[config.mk]
export PLATFORM = sky130hd
export DESIGN_NAME = dsp48a1_slice
export DESIGN_NICKNAME = d
export VERILOG_FILES = /design/src/rtl/dsp48a1_slice.sv
export SDC_FILE = /design/constraint.sdc
export NUM_CORES = 2
export LEC_CHECK = 0
export BUFFER_PORTS_ARGS = -buffer_cell sky130_fd_sc_hd__buf_2
export CORE_MARGIN = 3
export CORE_UTILIZATION = 29
export CTS_BUF_LIST = sky130_fd_sc_hd__clkbuf_4 sky130_fd_sc_hd__clkbuf_8
export DETAILED_ROUTE_END_ITERATION = 12
export GPL_TIMING_DRIVEN = 0
export SLEW_MARGIN = 20
export SYNTH_ARGS = -nofsm -noshare
export SYNTH_HDL_FRONTEND = slang
export SYNTH_SLANG_ARGS = --single-unit
[constraint.sdc]
create_clock -name i_clk -period 11.7 [get_ports i_clk]
set_input_delay 2.34 -clock i_clk [delete_from_list [all_inputs] [get_ports i_clk]]
set_output_delay 2.34 -clock i_clk [all_outputs]
set_load 0.02 [all_outputs]
[src/rtl/dsp48a1_slice.sv]
// rtl/dsp48a1_slice.sv - pipelined pre-add / multiply / post-add DSP slice
module dsp48a1_slice #(
    parameter int    A0REG       = 0,
    parameter int    A1REG       = 1,
    parameter int    B0REG       = 0,
    parameter int    B1REG       = 1,
    parameter int    CREG        = 1,
    parameter int    DREG        = 1,
    parameter int    MREG        = 1,
    parameter int    PREG        = 1,
    parameter int    CARRYINREG  = 1,
    parameter int    CARRYOUTREG = 1,
    parameter int    OPMODEREG   = 1,
    parameter string CARRYINSEL  = "OPMODE5",
    parameter string B_INPUT     = "DIRECT"
) (
    input  logic        i_clk,
    input  logic        i_rsta,
    input  logic        i_rstb,
    input  logic        i_rstc,
    input  logic        i_rstd,
    input  logic        i_rstm,
    input  logic        i_rstp,
    input  logic        i_rstcarryin,
    input  logic        i_rstopmode,
    input  logic [17:0] i_a,
    input  logic [17:0] i_b,
    input  logic [17:0] i_d,
    input  logic [17:0] i_bcin,
    input  logic [47:0] i_c,
    input  logic [47:0] i_pcin,
    input  logic        i_carryin,
    input  logic [7:0]  i_opmode,
    input  logic        i_cea,
    input  logic        i_ceb,
    input  logic        i_cec,
    input  logic        i_ced,
    input  logic        i_cem,
    input  logic        i_cep,
    input  logic        i_cecarryin,
    input  logic        i_ceopmode,
    output logic [17:0] o_bcout,
    output logic [35:0] o_m,
    output logic [47:0] o_p,
    output logic [47:0] o_pcout,
    output logic        o_carryout,
    output logic        o_carryoutf
);

    localparam bit L_B_DIRECT  = (B_INPUT == "DIRECT");
    localparam bit L_B_CASCADE = (B_INPUT == "CASCADE");
    localparam bit L_CIN_OPM   = (CARRYINSEL == "OPMODE5");
    localparam bit L_CIN_PORT  = (CARRYINSEL == "CARRYIN");

    logic [17:0] r_a0, r_a1, r_b0, r_b1, r_d;
    logic [47:0] r_c;
    logic [35:0] r_m;
    logic [7:0]  r_opmode;
    logic        r_cin, r_carryout;

    logic [17:0] w_a0, w_a1, w_b_src, w_b0, w_b1, w_b1_in, w_d, w_pre;
    logic [47:0] w_c, w_x, w_z, w_p;
    logic [35:0] w_mult, w_m;
    logic [7:0]  w_opmode;
    logic        w_cin_src, w_cin, w_carryout;
    logic [48:0] w_x_cin, w_post;

    // A first stage
    always_ff @(posedge i_clk or posedge i_rsta)
        if (i_rsta) r_a0 <= '0;
        else if (i_cea) r_a0 <= i_a;
    assign w_a0 = (A0REG != 0) ? r_a0 : i_a;

    // A second stage, the multiplier's A operand
    always_ff @(posedge i_clk or posedge i_rsta)
        if (i_rsta) r_a1 <= '0;
        else if (i_cea) r_a1 <= w_a0;
    assign w_a1 = (A1REG != 0) ? r_a1 : w_a0;

    assign w_b_src = L_B_DIRECT ? i_b : (L_B_CASCADE ? i_bcin : 18'd0);

    // B first stage, feeds the pre-adder
    always_ff @(posedge i_clk or posedge i_rstb)
        if (i_rstb) r_b0 <= '0;
        else if (i_ceb) r_b0 <= w_b_src;
    assign w_b0 = (B0REG != 0) ? r_b0 : w_b_src;

    // D stage, the pre-adder's other operand
    always_ff @(posedge i_clk or posedge i_rstd)
        if (i_rstd) r_d <= '0;
        else if (i_ced) r_d <= i_d;
    assign w_d = (DREG != 0) ? r_d : i_d;

    // C stage, post-adder Z operand
    always_ff @(posedge i_clk or posedge i_rstc)
        if (i_rstc) r_c <= '0;
        else if (i_cec) r_c <= i_c;
    assign w_c = (CREG != 0) ? r_c : i_c;

    // OPMODE stage; every mode decision below uses this output
    always_ff @(posedge i_clk or posedge i_rstopmode)
        if (i_rstopmode) r_opmode <= '0;
        else if (i_ceopmode) r_opmode <= i_opmode;
    assign w_opmode = (OPMODEREG != 0) ? r_opmode : i_opmode;

    // Pre-adder wraps at 18 bits; OPMODE[4] chooses it or raw B0 for B1
    assign w_pre   = w_opmode[6] ? (w_d - w_b0) : (w_d + w_b0);
    assign w_b1_in = w_opmode[4] ? w_pre : w_b0;

    // B second stage, multiplier B operand and cascade out
    always_ff @(posedge i_clk or posedge i_rstb)
        if (i_rstb) r_b1 <= '0;
        else if (i_ceb) r_b1 <= w_b1_in;
    assign w_b1 = (B1REG != 0) ? r_b1 : w_b1_in;

    assign w_mult = {18'd0, w_a1} * {18'd0, w_b1};

    // Multiplier output stage
    always_ff @(posedge i_clk or posedge i_rstm)
        if (i_rstm) r_m <= '0;
        else if (i_cem) r_m <= w_mult;
    assign w_m = (MREG != 0) ? r_m : w_mult;

    assign w_cin_src = L_CIN_OPM ? w_opmode[5] : (L_CIN_PORT ? i_carryin : 1'b0);

    // Carry-in stage
    always_ff @(posedge i_clk or posedge i_rstcarryin)
        if (i_rstcarryin) r_cin <= 1'b0;
        else if (i_cecarryin) r_cin <= w_cin_src;
    assign w_cin = (CARRYINREG != 0) ? r_cin : w_cin_src;

    // X and Z operand selection
    always_comb begin
        w_x = 48'd0;
        w_z = 48'd0;
        case (w_opmode[1:0])
            2'd0: w_x = 48'd0;
            2'd1: w_x = {12'd0, w_m};
            2'd2: w_x = w_p;
            2'd3: w_x = {w_d[11:0], w_a1, w_b1};
        endcase
        case (w_opmode[3:2])
            2'd0: w_z = 48'd0;
            2'd1: w_z = i_pcin;
            2'd2: w_z = w_p;
            2'd3: w_z = w_c;
        endcase
    end

    // Subtract mode takes Z - (X + CIN); bit 48 is then the borrow
    assign w_x_cin = {1'b0, w_x} + {48'd0, w_cin};
    assign w_post  = w_opmode[7] ? ({1'b0, w_z} - w_x_cin) : ({1'b0, w_z} + w_x_cin);

    generate
        if (PREG != 0) begin : g_preg
            logic [47:0] r_p;
            // P stage, also the accumulator when fed back through X or Z
            always_ff @(posedge i_clk or posedge i_rstp)
                if (i_rstp) r_p <= '0;
                else if (i_cep) r_p <= w_post[47:0];
            assign w_p = r_p;
        end else begin : g_pcomb
            assign w_p = w_post[47:0];
        end
    endgenerate

    // Carry-out stage shares P's reset and enable
    always_ff @(posedge i_clk or posedge i_rstp)
        if (i_rstp) r_carryout <= 1'b0;
        else if (i_cep) r_carryout <= w_post[48];
    assign w_carryout = (CARRYOUTREG != 0) ? r_carryout : w_post[48];

    assign o_bcout     = w_b1;
    assign o_m         = w_m;
    assign o_p         = w_p;
    assign o_pcout     = w_p;
    assign o_carryout  = w_carryout;
    assign o_carryoutf = w_carryout;

endmodule

==> run summary <==
Hold Path Class: reg2reg
initial antenna violation count: 13
met1 WL: 41100 um
RSZ-0062 raised after global routing: false
gr usage total: 0.207
RePlAce Congestion: 0.981
Slew HR: 0.277
area grow syn2layout: 13.2%
post-synth top area share: 0.194
most area-hungry cell type in the Yosys netlist: fa_1
Clk Latency, worst-skew pair: 610 ps
Bufs on Longest Clock Path: 2
ys flop type: dfrtp_1
Starting DRT DRC Count: 1606
Synth area leaders: fa_1, dfrtp_1, mux2_2, ha_1, inv_1
Fin Hold WS: 515 ps
die extent in x: 309 um
most frequent cell after synthesis: inv_1
die area: 95300 um^2
grt total ovfl: 0
DR WL/cell: 22.2 um
Seq cells post-synth: 196
Core Area: 90400 um^2
CTS buffer count: 17
Post-synth top cells: inv_1, nand2_1, fa_1, mux2_2, dfrtp_1
fin area: 30100 um^2
cell family with most CP delay: compound AO/OA/AOI/OAI gates
Min Clock Period, post-route: 9620 ps
WL final: 98700 um
Final period util: 0.822
placed cells: 4419
initial core utilization: 0.294
Placed Area: 29700 um^2
Worst Setup Start Kind: register
Mean Syn Cell Area: 9.09 um^2
outcome: completed
largest net degree at the start of global routing: 50
CP required: 12210 ps
Worst Setup Path Type: reg2reg
H-tree Lvls: 4
post-route setup TNS: 0 ps
count of pins over their slew limit: 0
ys async rst share: 1.00
Post-synth EDFFs: 0
Final nets: 3893
Post-Layout Cell Count: 4456
Final setup viols: 0
ANT nets after route: 0
CTS root buffer: clkbuf_8
syn nets: 3553
Critical-path top delay cell: a311oi_1
Vias: 22600
std cell rows: 110
Mapped Cells: 2922
vias per inst: 5.08
Ports: 346
Resize count post-CTS: 0
postcts setup bufs: 0
final hold vios: 0
skew final: 33.5 ps
metal3 WL: 10100 um
Crit Path Max Fanout: 10
first-pass GRT wire length: 146000 um
CTS tree: yes
slew at the pin with the worst max-slew slack: 1080 ps
Yosys warnings: 0
Buf+Inv Stages, Crit Path: 8
TritonCTS Sinks: 196
Die H: 309 um
layout cells sized above 1: 0.215
Fmax achieved: 104 MHz
CP peak stage delay: 620 ps
DR pass1 iterations: 6
register area share after synthesis: 0.185
count of cell types in the netlist: 89
hpwl dp: 81900 um
DR WL met2: 44700 um
post-synthesis instance area: 26600 um^2
Worst Setup End Kind: register
Max-cap violations: 0
vias in the first global route: 22600
crit path DAT: 10120 ps
Hold-fix buffers, CTS: 0
Top Metal Used: met5
IO Port Bufs: 320
drc violations: 0
Clk pin slew, worst setup/hold paths: 120 ps
placed cells by master, fill, tap and decap left out, types with 37 or more instances in the layout:
master / instances
mux2i_1: 40
nand2_1: 291
o21ai_0: 59
clkbuf_1: 122
inv_1: 353
a21o_1: 55
mux2_2: 231
nand3_1: 52
buf_2: 329
a21oi_1: 141
nor3_1: 37
xor2_1: 51
dfrtp_1: 196
a22o_1: 58
ha_1: 179
nor2_1: 135
and2_1: 119
buf_4: 54
xnor2_1: 128
fa_1: 258
area by class of cell:
cell class | count | area, um^2
antenna | 5 | 12.5
buffer | 209 | 1060
clock buffer | 17 | 234
clock inverter | 15 | 164
fill | 9474 | 60400
inverter | 357 | 1350
multi-input combinational | 2160 | 19300
sequential | 196 | 4900
tap | 1176 | 1470
timing repair buffer | 321 | 1620
state kept, by name, indices dropped and copies added, names as in the netlist:
signal	flops
r_a1	18
o_carryout	1
o_p	48
o_bcout	18
r_opmode	8
r_d	18
r_c	48
o_m	36
r_cin	1
cell families after synthesis:
| logic type | count (synthesis) | synth area share |
|---|---|---|
| simple gates | 784 | 0.147 |
| fa+ha+maj | 437 | 0.279 |
| mux | 274 | 0.114 |
| flops | 196 | 0.185 |
| buf+inv | 566 | 0.0905 |
| compound gates | 486 | 0.126 |
| xor+xnor | 179 | 0.0590 |
per-layer routing:
metal,vias to the layer above,GRT usage
li1,10400,-
met1,11100,0.267
met2,916,0.328
met3,147,0.0645
met4,12,0.0670
met5,-,0
through the flow:
stage | setup slack [ps] | utilization
floorplan | 4800 | -
global placement | 2170 | 0.328
detailed placement | 2140 | 0.328
CTS | 2120 | 0.332
global route | 1420 | 0.332
finish | 2080 | 0.333
final timing paths:
| path | slack (ps) | cells after the start | startpoint | endpoint |
|---|---|---|---|---|
| worst max-delay path | 2080 | 32 | r_opmode[1]$_DFFE_PP0P_ | o_p[43]$_DFFE_PP0P_ |
| worst min-delay path | 520 | 1 | r_c[2]$_DFFE_PP0P_ | r_c[2]$_DFFE_PP0P_ |
| worst max register to register | 2080 | 32 | r_opmode[1]$_DFFE_PP0P_ | o_p[43]$_DFFE_PP0P_ |
| worst min register to register | 520 | 1 | r_c[2]$_DFFE_PP0P_ | r_c[2]$_DFFE_PP0P_ |
| max in group asynchronous | 9180 | 2 | i_rsta | r_a1[2]$_DFFE_PP0P_ |
| min in group asynchronous | 1530 | 2 | i_rstcarryin | r_cin$_DFFE_PP0P_ |
Power is not shown: default switching activity piles up to over one toggle a cycle in this logic, so the estimate is an artifact.
